File: src/rtl/pipe_ctrl_unit.sv
// pipe_ctrl_unit -- pipeline control unit fed by the execute stage.
//
// Tracks whether the ID and EX stages hold real instructions, redirects the
// PC on a taken jump (flushing IF/ID and ID/EX for FLUSH_CYCLES cycles),
// stalls on external bus hold requests and on load-use hazards, and gates
// the EX write-back enable.
//
// Ports:
//   clk, rst             clock; synchronous active-high reset
//   ex2cu_jump_en_i      jump/branch-taken request from EX
//   idex2cu_opcode_i     opcode of the instruction in EX
//   idex2cu_rd_addr_i    rd of the instruction in EX
//   ifid2cu_rs1_i/rs2_i  source registers of the instruction in ID
//   bus2cu_hold_req_i    external fetch/memory stall request
//   cu2pc_jump_en_o      PC loads the jump target this cycle
//   cu2pc_hold_o         PC keeps its value
//   cu2ifid_hold_o       IF/ID keeps its contents
//   cu2ifid_flush_o      IF/ID loads a NOP at the next edge
//   cu2idex_flush_o      ID/EX loads a NOP at the next edge
//   cu2ex_wb_en_o        write-back enable for EX
//   cu_busy_o            high while post-jump flushing is in progress
//
// Optional feature (macro CU_PERF_CNT_EN): adds cu_jump_cnt_o and
// cu_stall_cnt_o, counting taken jumps and PC-hold cycles (wrap at 2^32).
// While rst is high every output, counters included, reads as zero.

module pipe_ctrl_unit #(
    parameter int unsigned FLUSH_CYCLES = 1,
    parameter logic [6:0]  OPC_LOAD     = 7'b0000011,
    parameter logic [6:0]  OPC_STORE    = 7'b0100011,
    parameter logic [6:0]  OPC_BRANCH   = 7'b1100011
) (
    input  logic       clk,
    input  logic       rst,
    input  logic       ex2cu_jump_en_i,
    input  logic [6:0] idex2cu_opcode_i,
    input  logic [4:0] idex2cu_rd_addr_i,
    input  logic [4:0] ifid2cu_rs1_i,
    input  logic [4:0] ifid2cu_rs2_i,
    input  logic       bus2cu_hold_req_i,
    output logic       cu2pc_jump_en_o,
    output logic       cu2pc_hold_o,
    output logic       cu2ifid_hold_o,
    output logic       cu2ifid_flush_o,
    output logic       cu2idex_flush_o,
    output logic       cu2ex_wb_en_o,
    output logic       cu_busy_o
`ifdef CU_PERF_CNT_EN
    ,
    output logic [31:0] cu_jump_cnt_o,
    output logic [31:0] cu_stall_cnt_o
`endif
);

    typedef enum logic {
        RUN,
        FLUSH
    } state_t;

    localparam logic [2:0] FLUSH_CNT_INIT = 3'(FLUSH_CYCLES - 1);

    state_t     state;
    logic [2:0] flush_cnt;
    logic       id_valid;
    logic       ex_valid;

    logic       jump_taken;
    logic       load_use;
    logic       stall;
    logic       ifid_flush;
    logic       idex_flush;
    logic       wb_en;

    always_comb begin
        jump_taken = 1'b0;
        load_use   = 1'b0;
        stall      = 1'b0;
        ifid_flush = 1'b0;
        idex_flush = 1'b0;
        wb_en      = 1'b0;

        if (!rst) begin
            jump_taken = ex2cu_jump_en_i & ex_valid & (state == RUN);

            load_use = ex_valid & id_valid
                     & (idex2cu_opcode_i == OPC_LOAD)
                     & (idex2cu_rd_addr_i != '0)
                     & ((idex2cu_rd_addr_i == ifid2cu_rs1_i) |
                        (idex2cu_rd_addr_i == ifid2cu_rs2_i));

            // Bus hold and load-use share one stall path; both are
            // suppressed by a taken jump or an ongoing flush.
            stall = (state == RUN) & ~jump_taken & (bus2cu_hold_req_i | load_use);

            ifid_flush = jump_taken | (state == FLUSH);
            idex_flush = ifid_flush | stall;

            wb_en = ex_valid
                  & (idex2cu_opcode_i != OPC_STORE)
                  & (idex2cu_opcode_i != OPC_BRANCH)
                  & (idex2cu_opcode_i != '0)
                  & (idex2cu_rd_addr_i != '0);
        end
    end

    assign cu2pc_jump_en_o = jump_taken;
    assign cu2pc_hold_o    = stall;
    assign cu2ifid_hold_o  = stall;
    assign cu2ifid_flush_o = ifid_flush;
    assign cu2idex_flush_o = idex_flush;
    assign cu2ex_wb_en_o   = wb_en;
    assign cu_busy_o       = ~rst & (state == FLUSH);

    always_ff @(posedge clk) begin
        if (rst) begin
            state     <= RUN;
            flush_cnt <= '0;
            id_valid  <= 1'b0;
            ex_valid  <= 1'b0;
        end else begin
            id_valid <= ifid_flush ? 1'b0 : (stall ? id_valid : 1'b1);
            ex_valid <= idex_flush ? 1'b0 : id_valid;

            case (state)
                RUN: begin
                    // The jump cycle itself is the first flush cycle, so
                    // FLUSH only covers the remaining FLUSH_CYCLES-1.
                    if (jump_taken && (FLUSH_CYCLES > 1)) begin
                        state     <= FLUSH;
                        flush_cnt <= FLUSH_CNT_INIT;
                    end
                end
                FLUSH: begin
                    if (flush_cnt == 3'd1) begin
                        state     <= RUN;
                        flush_cnt <= '0;
                    end else begin
                        flush_cnt <= flush_cnt - 3'd1;
                    end
                end
                default: begin
                    state     <= RUN;
                    flush_cnt <= '0;
                end
            endcase
        end
    end

`ifdef CU_PERF_CNT_EN
    logic [31:0] jump_cnt;
    logic [31:0] stall_cnt;

    always_ff @(posedge clk) begin
        if (rst) begin
            jump_cnt  <= '0;
            stall_cnt <= '0;
        end else begin
            if (jump_taken) jump_cnt  <= jump_cnt + 32'd1;
            if (stall)      stall_cnt <= stall_cnt + 32'd1;
        end
    end

    assign cu_jump_cnt_o  = rst ? '0 : jump_cnt;
    assign cu_stall_cnt_o = rst ? '0 : stall_cnt;
`endif

endmodule

File: config.mk
export PLATFORM = sky130hd
export DESIGN_NAME = pipe_ctrl_unit
export DESIGN_NICKNAME = d
export VERILOG_FILES = /design/src/rtl/pipe_ctrl_unit.sv
export SDC_FILE = /design/constraint.sdc
export NUM_CORES = 1
export LEC_CHECK = 0
export ABC_AREA = 1
export BUFFER_PORTS_ARGS = -buffer_cell sky130_fd_sc_hd__buf_2
export CAP_MARGIN = 40
export CORE_MARGIN = 4
export CORE_UTILIZATION = 41
export DETAILED_ROUTE_END_ITERATION = 12
export PLACE_DENSITY = 0.76
export SLEW_MARGIN = 20
export SYNTH_ARGS = -nofsm -noshare
export SYNTH_HDL_FRONTEND = slang
export SYNTH_SLANG_ARGS = --single-unit
File: constraint.sdc
create_clock -name clk -period 3.9 [get_ports clk]
set_clock_uncertainty 0.2 [all_clocks]
set_input_delay 0.78 -clock clk [delete_from_list [all_inputs] [get_ports clk]]
set_output_delay 0.78 -clock clk [all_outputs]
set_load 0.01 [all_outputs]
==> results of run 1 <==
[final timing paths]
check	start	end	slack, ps
setup / recovery	idex2cu_opcode_i[3]	cu2idex_flush_o	1210
hold / removal	id_valid$_SDFFE_PP0N_	id_valid$_SDFFE_PP0N_	270
setup reg to reg	id_valid$_SDFFE_PP0N_	id_valid$_SDFFE_PP0N_	2740
hold reg to reg	id_valid$_SDFFE_PP0N_	id_valid$_SDFFE_PP0N_	270
[through the flow]
| step | utilization | cells | setup slack, ps | area (sq um) |
|---|---|---|---|---|
| 5_1_grt | 0.5817 | 152 | 1094 | 757.0 |
| 3_3_place_gp | 0.5644 | 149 | 1227 | 734.5 |
| 6_report | 0.5817 | 152 | 1214 | 757.0 |
| 2_1_floorplan | - | 103 | 1244 | 563.0 |
| 4_1_cts | 0.5817 | 152 | 1193 | 757.0 |
| 3_5_place_dp | 0.5644 | 149 | 1198 | 734.5 |
[final cells by class]
| class | instances | area share |
|---|---|---|
| Multi-Input combinational cell | 71 | 0.4512 |
| Tap cell | 15 | 0.02479 |
| Sequential cell | 6 | 0.1587 |
| Clock buffer | 3 | 0.02975 |
| Inverter | 25 | 0.1240 |
| Timing Repair Buffer | 32 | 0.2116 |
[state kept, by name, indices dropped and copies added, names as in the netlist]
name / count
id_valid: 1
flush_cnt: 3
ex_valid: 1
state: 1
[routing by layer]
metal | part of all wire | routed length [um] | vias up | track usage
met5 | 0 | 0 | - | 0
met4 | 0.0063 | 8 | 0 | 0.02924
met3 | 0.091 | 116 | 2 | 0.03984
met2 | 0.53 | 674 | 22 | 0.2740
met1 | 0.38 | 480 | 283 | 0.1311
li1 | - | - | 375 | -
[kinds of logic after synthesis]
logic type               synth area share
buffers and inverters              0.1800
adder cells (fa/ha/maj)           0.04444
AO/OA/AOI/OAI                     0.08223
AND/OR/NAND/NOR                    0.4489
flip-flops                         0.2133
XOR/XNOR                          0.03112
[layout by cell type, fill, tap and decap left out]
cell type,netlist,final
sky130_fd_sc_hd__inv_1,23,23
sky130_fd_sc_hd__nand3_1,5,5
sky130_fd_sc_hd__inv_2,2,2
sky130_fd_sc_hd__nand2_2,2,2
sky130_fd_sc_hd__nand4_1,2,2
sky130_fd_sc_hd__nor2_1,17,17
sky130_fd_sc_hd__o22ai_1,1,1
sky130_fd_sc_hd__a21oi_2,1,1
sky130_fd_sc_hd__clkbuf_4,0,3
sky130_fd_sc_hd__nor2_4,1,1
sky130_fd_sc_hd__nand2_1,30,30
sky130_fd_sc_hd__buf_2,0,32
sky130_fd_sc_hd__nor3_1,1,1
sky130_fd_sc_hd__xnor2_1,2,2
sky130_fd_sc_hd__a31oi_1,1,1
sky130_fd_sc_hd__a21oi_1,4,4
sky130_fd_sc_hd__nor3_2,1,1
sky130_fd_sc_hd__o21ai_0,1,1
sky130_fd_sc_hd__dfxtp_1,6,6
sky130_fd_sc_hd__ha_1,2,2
[worst register-to-register path, delay by kind of cell (launching register included)]
family / cells / cell delay [ps]
compound gates: 1 / 60
buf+inv: 1 / 40
flops: 1 / 340
simple gates: 5 / 410
[synthesized netlist by cell type, drive strengths merged (2+ instances only)]
library cell  count  share of area
nand2            32           0.22
nand3             5          0.044
nor2             18           0.13
ha                2          0.044
dfxtp             6           0.21
a21oi             5          0.051
inv              25           0.17
nand4             2          0.022
nor3              2          0.027
xnor2             2          0.031
[power groups by stage]
stage / clock network, W / logic, W / registers [W]
6_report: 0.0000545 / 0.0000491 / 0.0000669
3_3_place_gp: 0 / 0.0000482 / 0.0000679
2_1_floorplan: 0 / 0.0000279 / 0.0000675
3_5_place_dp: 0 / 0.0000492 / 0.0000680
4_1_cts: 0.0000564 / 0.0000494 / 0.0000669
5_1_grt: 0.0000622 / 0.0000565 / 0.0000670
==> impl_metrics.prom, run 1 <==
# TYPE chip_impl_metric gauge
chip_impl_metric{name="drt_total_wl",unit="um"} 1279
chip_impl_metric{name="syn2layout_area_growth",unit="%"} 34.44
chip_impl_metric{name="period_needed",unit="ps"} 2686
chip_impl_metric{name="gp_congestion",unit=""} 0.7124
chip_impl_info{name="cp_top_delay_family",value="simple AND/OR/NAND/NOR gates"} 1
chip_impl_metric{name="drtAntennaViolNets",unit=""} 0
chip_impl_metric{name="power.share.switching",unit=""} 0.2839
chip_impl_metric{name="timing.hold.ws",unit="ps"} 272.5
chip_impl_metric{name="place.port_buffers",unit=""} 32
chip_impl_info{name="rsz_0062_raised_after_global_routing",value="false"} 1
chip_impl_metric{name="period_share",unit=""} 0.6888
chip_impl_metric{name="post_synth.cell_area_avg",unit="sq um"} 5.466
chip_impl_metric{name="combPwrFrac",unit=""} 0.288
chip_impl_metric{name="num_vias",unit=""} 682
chip_impl_metric{name="drt_pre_antenna_iters",unit=""} 4
chip_impl_metric{name="ir_worst_vdd",unit="mV"} 0.2445
chip_impl_metric{name="syn-instance-count",unit=""} 103
chip_impl_metric{name="synth.cell_area",unit="sq um"} 563.0
chip_impl_metric{name="seq_power_share",unit=""} 0.392
chip_impl_metric{name="grt_start_max_net_pins",unit=""} 7
chip_impl_metric{name="cts_setup_buffers",unit=""} 0
chip_impl_metric{name="drt_iter0_drc",unit=""} 13
chip_impl_metric{name="dieArea",unit="sq mm"} 0.002030
chip_impl_info{name="run_status",value="completed"} 1
chip_impl_metric{name="drv.max_cap_violation_count",unit=""} 0
chip_impl_metric{name="register_area",unit="sq um"} 120.1
chip_impl_metric{name="cts-root-to-sink-buffers",unit=""} 2
chip_impl_metric{name="floorplan.rows",unit=""} 13
chip_impl_metric{name="h-tree-depth",unit=""} 1
chip_impl_info{name="postSynth.topFlopCell",value="sky130_fd_sc_hd__dfxtp_1"} 1
chip_impl_metric{name="post_cts_resized",unit=""} 0
chip_impl_metric{name="via_per_inst",unit=""} 4.487
chip_impl_info{name="critPathLaunchType",value="primary input"} 1
chip_impl_metric{name="rr_worst_depth",unit=""} 7
chip_impl_metric{name="path_clk_slew",unit="ps"} 40
chip_impl_metric{name="switching_power",unit="W"} 0.00004839
chip_impl_metric{name="start_util",unit=""} 0.4327
chip_impl_metric{name="logic_depth_of_the_worst_path_buffers_included",unit=""} 9
chip_impl_metric{name="layout-drive-gt1-share",unit=""} 0.3066
chip_impl_metric{name="synthesis.nets",unit=""} 131
chip_impl_metric{name="crit_arrival",unit="ps"} 1710
chip_impl_metric{name="timing.setup.tns",unit="ps"} 0
chip_impl_metric{name="synth-warning-count",unit=""} 0
chip_impl_metric{name="overall_fraction_of_global_route_tracks_in_use",unit=""} 0.1357
chip_impl_metric{name="multi_input_area",unit="sq um"} 341.6
chip_impl_metric{name="critPathMaxStageDelay",unit="ps"} 210
chip_impl_metric{name="num-nets-final",unit=""} 167
chip_impl_metric{name="grt_antenna_before_repair",unit=""} 0
chip_impl_metric{name="critPathRequiredTime",unit="ps"} 2920
chip_impl_metric{name="pwr-share-clk",unit=""} 0.320
chip_impl_metric{name="synth-seq-area-share",unit=""} 0.2133
chip_impl_metric{name="crit_path_max_fanout",unit=""} 3
chip_impl_info{name="cts_root_buf",value="sky130_fd_sc_hd__clkbuf_4"} 1
chip_impl_info{name="setup.worst_path.end_class",value="primary output"} 1
chip_impl_metric{name="power",unit="W"} 0.0001704
chip_impl_metric{name="hold-path-cell-count",unit=""} 2
chip_impl_metric{name="post-dp-hpwl",unit="um"} 1119
chip_impl_metric{name="slew_violations",unit=""} 0
chip_impl_metric{name="cp.buffers_inverters",unit=""} 2
chip_impl_metric{name="static-leakage-power",unit="nW"} 0.4643
chip_impl_metric{name="cts_made_buffers",unit=""} 3
chip_impl_info{name="class_of_the_tightest_hold_or_removal_check",value="reg -> reg"} 1
chip_impl_metric{name="power_density",unit="mW/mm^2"} 225.2
chip_impl_metric{name="drc_markers",unit=""} 0
chip_impl_metric{name="final.fill_count",unit=""} 141
chip_impl_metric{name="max_clock_freq",unit="MHz"} 372.3
chip_impl_metric{name="first_pass_grt_wire_length",unit="um"} 2104
chip_impl_metric{name="clock_sink_count",unit=""} 6
chip_impl_metric{name="async_flop_share",unit=""} 0
chip_impl_metric{name="globalRoute.totalOverflow",unit=""} 0
chip_impl_metric{name="hold_violations",unit=""} 0
chip_impl_metric{name="tightestPinTransition",unit="ps"} 206.9
chip_impl_metric{name="die_h",unit="um"} 45.06
chip_impl_info{name="slowest_stage",value="sky130_fd_sc_hd__nor3_2"} 1
chip_impl_metric{name="power.internal",unit="W"} 0.0001221
chip_impl_metric{name="via_count_of_the_first_global_routing_pass",unit=""} 606
chip_impl_metric{name="num_antenna_cells",unit=""} 0
chip_impl_metric{name="core",unit="sq mm"} 0.001301
chip_impl_info{name="setup.worst_path.class",value="in -> out"} 1
chip_impl_metric{name="timing.max_slew.rel_slack",unit=""} 0.8610
chip_impl_metric{name="post_synthesis_sequential_element_count",unit=""} 6
chip_impl_info{name="cts_tree",value="yes"} 1
chip_impl_metric{name="clock_latency",unit="ps"} 240
chip_impl_metric{name="boundaryPins",unit=""} 33
chip_impl_metric{name="finalSetupViolCount",unit=""} 0
chip_impl_metric{name="synth_edf_count",unit=""} 0
chip_impl_metric{name="cts_hold_buffers",unit=""} 0
chip_impl_info{name="cp_cell_sequence",value="buf_2 > nor3_2 > nand3_1 > nor2_4 > nand2_2 > nand2_2 > nand2_1 > nand2_1 > buf_2"} 1
chip_impl_metric{name="synthDistinctLibCells",unit=""} 19
chip_impl_metric{name="post_drt_wl_per_cell",unit="um"} 8.414
chip_impl_metric{name="die_x",unit="um"} 45.06
(Power assumes the default switching activity.)
==> inputs of run 2 (changes only) <==
--- a/config.mk
+++ b/config.mk
@@ -8,10 +8,11 @@
 export ABC_AREA = 1
 export BUFFER_PORTS_ARGS = -buffer_cell sky130_fd_sc_hd__buf_2
 export CAP_MARGIN = 40
+export CORE_ASPECT_RATIO = 0.9
 export CORE_MARGIN = 4
-export CORE_UTILIZATION = 41
+export CORE_UTILIZATION = 37
 export DETAILED_ROUTE_END_ITERATION = 12
-export PLACE_DENSITY = 0.76
+export PLACE_DENSITY = 0.72
 export SLEW_MARGIN = 20
 export SYNTH_ARGS = -nofsm -noshare
 export SYNTH_HDL_FRONTEND = slang
==> constraint.sdc (replaced) <==
create_clock -name clk -period 2.3 [get_ports clk]
set_clock_uncertainty 0.2 [all_clocks]
set_input_delay 0.46 -clock clk [delete_from_list [all_inputs] [get_ports clk]]
set_output_delay 0.46 -clock clk [all_outputs]
set_load 0.01 [all_outputs]
==> impl_metrics.prom, run 2 (synthesized netlist as in run 1, its figures left out) <==
# TYPE chip_impl_metric gauge
chip_impl_metric{name="start_util",unit=""} 0.3889
chip_impl_metric{name="layout-drive-gt1-share",unit=""} 0.3066
chip_impl_metric{name="num_antenna_cells",unit=""} 0
chip_impl_metric{name="dieArea",unit="sq mm"} 0.002211
chip_impl_metric{name="via_count_of_the_first_global_routing_pass",unit=""} 608
chip_impl_metric{name="drt_pre_antenna_iters",unit=""} 5
chip_impl_metric{name="timing.max_slew.rel_slack",unit=""} 0.8567
chip_impl_info{name="setup.worst_path.class",value="in -> out"} 1
chip_impl_metric{name="floorplan.rows",unit=""} 13
chip_impl_metric{name="core",unit="sq mm"} 0.001448
chip_impl_info{name="run_status",value="completed"} 1
chip_impl_info{name="critPathLaunchType",value="primary input"} 1
chip_impl_metric{name="boundaryPins",unit=""} 33
chip_impl_metric{name="cts_setup_buffers",unit=""} 0
chip_impl_metric{name="drtAntennaViolNets",unit=""} 0
chip_impl_metric{name="die_x",unit="um"} 49.12
chip_impl_metric{name="hold_violations",unit=""} 0
chip_impl_metric{name="cts_hold_buffers",unit=""} 0
chip_impl_info{name="rsz_0062_raised_after_global_routing",value="false"} 1
chip_impl_metric{name="post_drt_wl_per_cell",unit="um"} 8.579
chip_impl_metric{name="drt_iter0_drc",unit=""} 17
chip_impl_metric{name="finalSetupViolCount",unit=""} 0
chip_impl_metric{name="critPathMaxStageDelay",unit="ps"} 190
chip_impl_metric{name="grt_start_max_net_pins",unit=""} 7
chip_impl_metric{name="drv.max_cap_violation_count",unit=""} 0
chip_impl_metric{name="die_h",unit="um"} 45.01
chip_impl_metric{name="crit_arrival",unit="ps"} 1430
chip_impl_metric{name="post-dp-hpwl",unit="um"} 1165
chip_impl_metric{name="clock_latency",unit="ps"} 250
chip_impl_metric{name="cp.buffers_inverters",unit=""} 2
chip_impl_metric{name="clock_sink_count",unit=""} 6
chip_impl_metric{name="place.port_buffers",unit=""} 32
chip_impl_metric{name="gp_congestion",unit=""} 0.7609
chip_impl_metric{name="num_vias",unit=""} 701
chip_impl_metric{name="drc_markers",unit=""} 0
chip_impl_metric{name="finalCoreUtilization",unit=""} 0.5229
chip_impl_info{name="setup.worst_path.end_class",value="primary output"} 1
chip_impl_metric{name="post_cts_resized",unit=""} 0
chip_impl_metric{name="h-tree-depth",unit=""} 1
chip_impl_metric{name="cts_made_buffers",unit=""} 3
chip_impl_metric{name="num-nets-final",unit=""} 167
chip_impl_metric{name="via_per_inst",unit=""} 4.612
chip_impl_metric{name="seq_power_share",unit=""} 0.383
chip_impl_metric{name="ir_worst_vdd",unit="mV"} 0.2764
chip_impl_metric{name="first_pass_grt_wire_length",unit="um"} 2304
chip_impl_info{name="max_flop_register",value="flush_cnt"} 1
chip_impl_metric{name="pwr-share-clk",unit=""} 0.332
chip_impl_metric{name="overall_fraction_of_global_route_tracks_in_use",unit=""} 0.1330
chip_impl_info{name="cts_tree",value="yes"} 1
chip_impl_metric{name="timing.hold.ws",unit="ps"} 275.3
chip_impl_info{name="worstSetupStartpoint",value="idex2cu_opcode_i[3]"} 1
chip_impl_metric{name="power_density",unit="mW/mm^2"} 390.4
chip_impl_metric{name="path_clk_slew",unit="ps"} 50
chip_impl_metric{name="timing.setup.tns",unit="ps"} 0
chip_impl_info{name="class_of_the_tightest_hold_or_removal_check",value="reg -> reg"} 1
chip_impl_info{name="cp_top_delay_family",value="simple AND/OR/NAND/NOR gates"} 1
chip_impl_info{name="cp_cell_sequence",value="buf_2 > nor3_2 > nand3_1 > nor2_4 > nand2_2 > a21oi_1 > buf_2"} 1
chip_impl_metric{name="period_share",unit=""} 0.9082
chip_impl_info{name="slowest_stage",value="sky130_fd_sc_hd__nor3_2"} 1
chip_impl_metric{name="power.internal",unit="W"} 0.0002074
chip_impl_metric{name="tightestPinTransition",unit="ps"} 213.3
chip_impl_metric{name="crit_path_max_fanout",unit=""} 2
chip_impl_metric{name="grt_antenna_before_repair",unit=""} 0
chip_impl_metric{name="static-leakage-power",unit="nW"} 0.4643
chip_impl_info{name="holdCritStartpoint",value="id_valid$_SDFFE_PP0N_"} 1
chip_impl_info{name="rr_startpoint",value="ex_valid$_SDFF_PP0_"} 1
chip_impl_metric{name="period_needed",unit="ps"} 2089
chip_impl_metric{name="syn2layout_area_growth",unit="%"} 34.44
chip_impl_metric{name="max_clock_freq",unit="MHz"} 478.7
chip_impl_info{name="cts_root_buf",value="sky130_fd_sc_hd__clkbuf_4"} 1
chip_impl_metric{name="power.share.switching",unit=""} 0.2983
chip_impl_metric{name="slew_violations",unit=""} 0
chip_impl_info{name="final_cell_mix",value="32 x sky130_fd_sc_hd__buf_2, 30 x sky130_fd_sc_hd__nand2_1, 23 x sky130_fd_sc_hd__inv_1"} 1
chip_impl_metric{name="cts-root-to-sink-buffers",unit=""} 2
chip_impl_metric{name="detailed_place.area",unit="sq um"} 734.5
chip_impl_info{name="layout_commonest_cell",value="sky130_fd_sc_hd__buf_2"} 1
chip_impl_metric{name="switching_power",unit="W"} 0.00008816
chip_impl_metric{name="drt_total_wl",unit="um"} 1304
chip_impl_metric{name="critPathRequiredTime",unit="ps"} 1640
chip_impl_info{name="crit_top_cell",value="sky130_fd_sc_hd__buf_2"} 1
chip_impl_metric{name="globalRoute.totalOverflow",unit=""} 0
chip_impl_metric{name="finalInstanceArea",unit="sq um"} 757.0
chip_impl_metric{name="combPwrFrac",unit=""} 0.284
chip_impl_metric{name="number_of_flip_flops_under_the_largest_register_name",unit=""} 3
[run 2: worst register-to-register path, stage by stage, from the launching register on]
cell and delay (ps):
sky130_fd_sc_hd__dfxtp_1 350, sky130_fd_sc_hd__nand2_1 60, sky130_fd_sc_hd__inv_1 60, sky130_fd_sc_hd__nand3_1 120, sky130_fd_sc_hd__nor2_4 100, sky130_fd_sc_hd__nand2_2 60, sky130_fd_sc_hd__nand2_2 70, sky130_fd_sc_hd__a21oi_1 60
[run 2: layer usage]
| layer | global-route usage | routed length [um] |
|---|---|---|
| met1 | 0.1734 | 600 |
| met2 | 0.2246 | 618 |
| met3 | 0.02970 | 85 |
| met4 | 0.03409 | 0 |
| met5 | 0 | 0 |
[run 2: path summary, 6_finish.rpt]
path / to / cells after the start / slack [ps]
setup reg to reg: id_valid$_SDFFE_PP0N_ / 7 / 1120
setup / recovery: cu2ifid_hold_o / 7 / 210
hold / removal: id_valid$_SDFFE_PP0N_ / 2 / 280
hold reg to reg: id_valid$_SDFFE_PP0N_ / 2 / 280
[run 2: per-stage QoR]
step / power (W) / setup WS (ps) / std cells
after CTS: 0.0002992 / 195.2 / 152
after global placement: 0.0001970 / 183.7 / 149
after floorplan: 0.0001618 / 283.9 / 103
after global routing: 0.0003194 / 76.20 / 152
after detailed placement: 0.0001997 / 204.0 / 149
final: 0.0002955 / 211.1 / 152
[run 2: layout make-up]
| type | count | area, sq um |
|---|---|---|
| fill | 152 | 690.7 |
| multi-input combinational | 71 | 341.6 |
| timing repair buffer | 32 | 160.2 |
| sequential | 6 | 120.1 |
| inverter | 25 | 93.84 |
| clock buffer | 3 | 22.52 |
| tap | 15 | 18.77 |
[run 2: power by group through the flow]
stage / registers [W] / clock network (W) / logic, W
final: 0.000113 / 0.0000983 / 0.0000840
after detailed placement: 0.000115 / 0 / 0.0000842
after floorplan: 0.000114 / 0 / 0.0000474
after global placement: 0.000115 / 0 / 0.0000818
after global routing: 0.000114 / 0.000107 / 0.0000982
after CTS: 0.000113 / 0.000101 / 0.0000850
==> inputs of run 3 (changes only) <==
--- a/config.mk
+++ b/config.mk
@@ -13,6 +13,7 @@
 export CORE_UTILIZATION = 37
 export DETAILED_ROUTE_END_ITERATION = 12
 export PLACE_DENSITY = 0.72
+export REMOVE_ABC_BUFFERS = 1
 export SLEW_MARGIN = 20
 export SYNTH_ARGS = -nofsm -noshare
 export SYNTH_HDL_FRONTEND = slang
==> impl_metrics.prom, run 3 (synthesized netlist as in run 1, its figures left out) <==
# TYPE chip_impl_metric gauge
chip_impl_metric{name="seq_power_share",unit=""} 0.387
chip_impl_metric{name="cts_setup_buffers",unit=""} 0
chip_impl_info{name="max_flop_register",value="flush_cnt"} 1
chip_impl_metric{name="finalSetupViolCount",unit=""} 0
chip_impl_metric{name="power.share.switching",unit=""} 0.2933
chip_impl_info{name="critPathLaunchType",value="primary input"} 1
chip_impl_metric{name="num_antenna_cells",unit=""} 0
chip_impl_metric{name="power.internal",unit="W"} 0.0002070
chip_impl_metric{name="gp_congestion",unit=""} 0.7460
chip_impl_metric{name="die_h",unit="um"} 45.01
chip_impl_metric{name="syn2layout_area_growth",unit="%"} 34.44
chip_impl_metric{name="drt_total_wl",unit="um"} 1286
chip_impl_metric{name="path_clk_slew",unit="ps"} 50
chip_impl_metric{name="start_util",unit=""} 0.3889
chip_impl_metric{name="grt_antenna_before_repair",unit=""} 0
chip_impl_metric{name="ir_worst_vdd",unit="mV"} 0.3024
chip_impl_metric{name="drc_markers",unit=""} 0
chip_impl_metric{name="critPathRequiredTime",unit="ps"} 1640
chip_impl_metric{name="crit_path_max_fanout",unit=""} 2
chip_impl_metric{name="via_count_of_the_first_global_routing_pass",unit=""} 610
chip_impl_info{name="cts_tree",value="yes"} 1
chip_impl_metric{name="dieArea",unit="sq mm"} 0.002211
chip_impl_info{name="run_status",value="completed"} 1
chip_impl_metric{name="switching_power",unit="W"} 0.00008593
chip_impl_metric{name="num-nets-final",unit=""} 167
chip_impl_info{name="cts_root_buf",value="sky130_fd_sc_hd__clkbuf_4"} 1
chip_impl_metric{name="finalInstanceArea",unit="sq um"} 757.0
chip_impl_metric{name="cts_made_buffers",unit=""} 3
chip_impl_metric{name="globalRoute.totalOverflow",unit=""} 0
chip_impl_metric{name="power_density",unit="mW/mm^2"} 387.0
chip_impl_metric{name="hold_violations",unit=""} 0
chip_impl_metric{name="drt_pre_antenna_iters",unit=""} 2
chip_impl_metric{name="period_share",unit=""} 0.9010
chip_impl_metric{name="drv.max_cap_violation_count",unit=""} 0
chip_impl_metric{name="slew_violations",unit=""} 0
chip_impl_metric{name="overall_fraction_of_global_route_tracks_in_use",unit=""} 0.1278
chip_impl_metric{name="cts_hold_buffers",unit=""} 0
chip_impl_metric{name="place.port_buffers",unit=""} 32
chip_impl_info{name="final_cell_mix",value="32 x sky130_fd_sc_hd__buf_2, 30 x sky130_fd_sc_hd__nand2_1, 23 x sky130_fd_sc_hd__inv_1"} 1
chip_impl_metric{name="layout-drive-gt1-share",unit=""} 0.3066
chip_impl_metric{name="die_x",unit="um"} 49.12
chip_impl_metric{name="static-leakage-power",unit="nW"} 0.4643
chip_impl_metric{name="combPwrFrac",unit=""} 0.284
chip_impl_metric{name="drtAntennaViolNets",unit=""} 0
chip_impl_info{name="class_of_the_tightest_hold_or_removal_check",value="reg -> reg"} 1
chip_impl_metric{name="num_vias",unit=""} 679
chip_impl_metric{name="tightestPinTransition",unit="ps"} 236.3
chip_impl_metric{name="hold-path-cell-count",unit=""} 2
chip_impl_metric{name="pwr-share-clk",unit=""} 0.329
chip_impl_metric{name="clock_latency",unit="ps"} 240
chip_impl_metric{name="floorplan.rows",unit=""} 13
chip_impl_metric{name="cts-root-to-sink-buffers",unit=""} 2
chip_impl_info{name="rsz_0062_raised_after_global_routing",value="false"} 1
chip_impl_metric{name="h-tree-depth",unit=""} 1
chip_impl_metric{name="post_layout_nonfiller_instances",unit=""} 152
chip_impl_metric{name="timing.max_slew.rel_slack",unit=""} 0.8413
chip_impl_info{name="layout_commonest_cell",value="sky130_fd_sc_hd__buf_2"} 1
chip_impl_metric{name="post_cts_resized",unit=""} 0
chip_impl_metric{name="boundaryPins",unit=""} 33
chip_impl_metric{name="detailed_place.area",unit="sq um"} 734.5
chip_impl_metric{name="timing.hold.ws",unit="ps"} 266.8
chip_impl_metric{name="timing.setup.tns",unit="ps"} 0
chip_impl_metric{name="via_per_inst",unit=""} 4.467
chip_impl_metric{name="rr_worst_depth",unit=""} 7
chip_impl_metric{name="post-dp-hpwl",unit="um"} 1182
chip_impl_metric{name="period_needed",unit="ps"} 2072
chip_impl_metric{name="post_drt_wl_per_cell",unit="um"} 8.461
chip_impl_metric{name="grt_start_max_net_pins",unit=""} 7
chip_impl_metric{name="clock_sink_count",unit=""} 6
chip_impl_metric{name="first_pass_grt_wire_length",unit="um"} 2304
chip_impl_metric{name="max_clock_freq",unit="MHz"} 482.6
chip_impl_metric{name="drt_iter0_drc",unit=""} 8
chip_impl_metric{name="number_of_flip_flops_under_the_largest_register_name",unit=""} 3
chip_impl_metric{name="core",unit="sq mm"} 0.001448
chip_impl_metric{name="place.detailed.instances",unit=""} 149
chip_impl_info{name="setup.worst_path.class",value="in -> out"} 1
chip_impl_metric{name="crit_arrival",unit="ps"} 1410
chip_impl_info{name="setup.worst_path.end_class",value="primary output"} 1
## run 3: cell counts in the layout (fill, tap and decap cells not counted)
Identical to the previous run, type by type.
## run 3: per-stage QoR
stage	setup slack, ps	power, W	utilization
2_1_floorplan	361.5	0.0001605	-
3_3_place_gp	223.9	0.0001968	0.5073
4_1_cts	202.8	0.0002961	0.5229
5_1_grt	112.6	0.0003172	0.5229
3_5_place_dp	212.1	0.0001994	0.5073
6_report	227.7	0.0002929	0.5229
## run 3: cell type report
cell class,instances,area (sq um)
Fill cell,158,690.7
Multi-Input combinational cell,71,341.6
Timing Repair Buffer,32,160.2
Sequential cell,6,120.1
Inverter,25,93.84
Clock buffer,3,22.52
Tap cell,15,18.77
## run 3: final timing paths
| kind | slack (ps) | to | start |
|---|---|---|---|
| setup / recovery | 230 | cu2ifid_hold_o | idex2cu_opcode_i[6] |
| hold reg to reg | 270 | id_valid$_SDFFE_PP0N_ | id_valid$_SDFFE_PP0N_ |
| hold / removal | 270 | id_valid$_SDFFE_PP0N_ | id_valid$_SDFFE_PP0N_ |
| setup reg to reg | 1120 | id_valid$_SDFFE_PP0N_ | ex_valid$_SDFF_PP0_ |
## run 3: worst max-delay path, cell delays in order
cell and delay, ps:
sky130_fd_sc_hd__buf_2 100, sky130_fd_sc_hd__nor3_1 240, sky130_fd_sc_hd__inv_1 110, sky130_fd_sc_hd__nor2_4 120
sky130_fd_sc_hd__nand2_2 60, sky130_fd_sc_hd__a21oi_1 160, sky130_fd_sc_hd__buf_2 160
## run 3: power by group through the flow
stage	registers, W	logic [W]	clock network [W]
4_1_cts	0.000113	0.0000845	0.0000984
6_report	0.000113	0.0000831	0.0000965
3_5_place_dp	0.000115	0.0000842	0
3_3_place_gp	0.000115	0.0000818	0
2_1_floorplan	0.000114	0.0000460	0
5_1_grt	0.000114	0.0000968	0.000107
## run 3: layer usage
metal | GRT usage | vias to the layer above | wire length (um)
li1 | - | 377 | -
met1 | 0.1446 | 285 | 493
met2 | 0.2433 | 15 | 699
met3 | 0.02970 | 2 | 86
met4 | 0.03409 | 0 | 6
met5 | 0 | - | 0
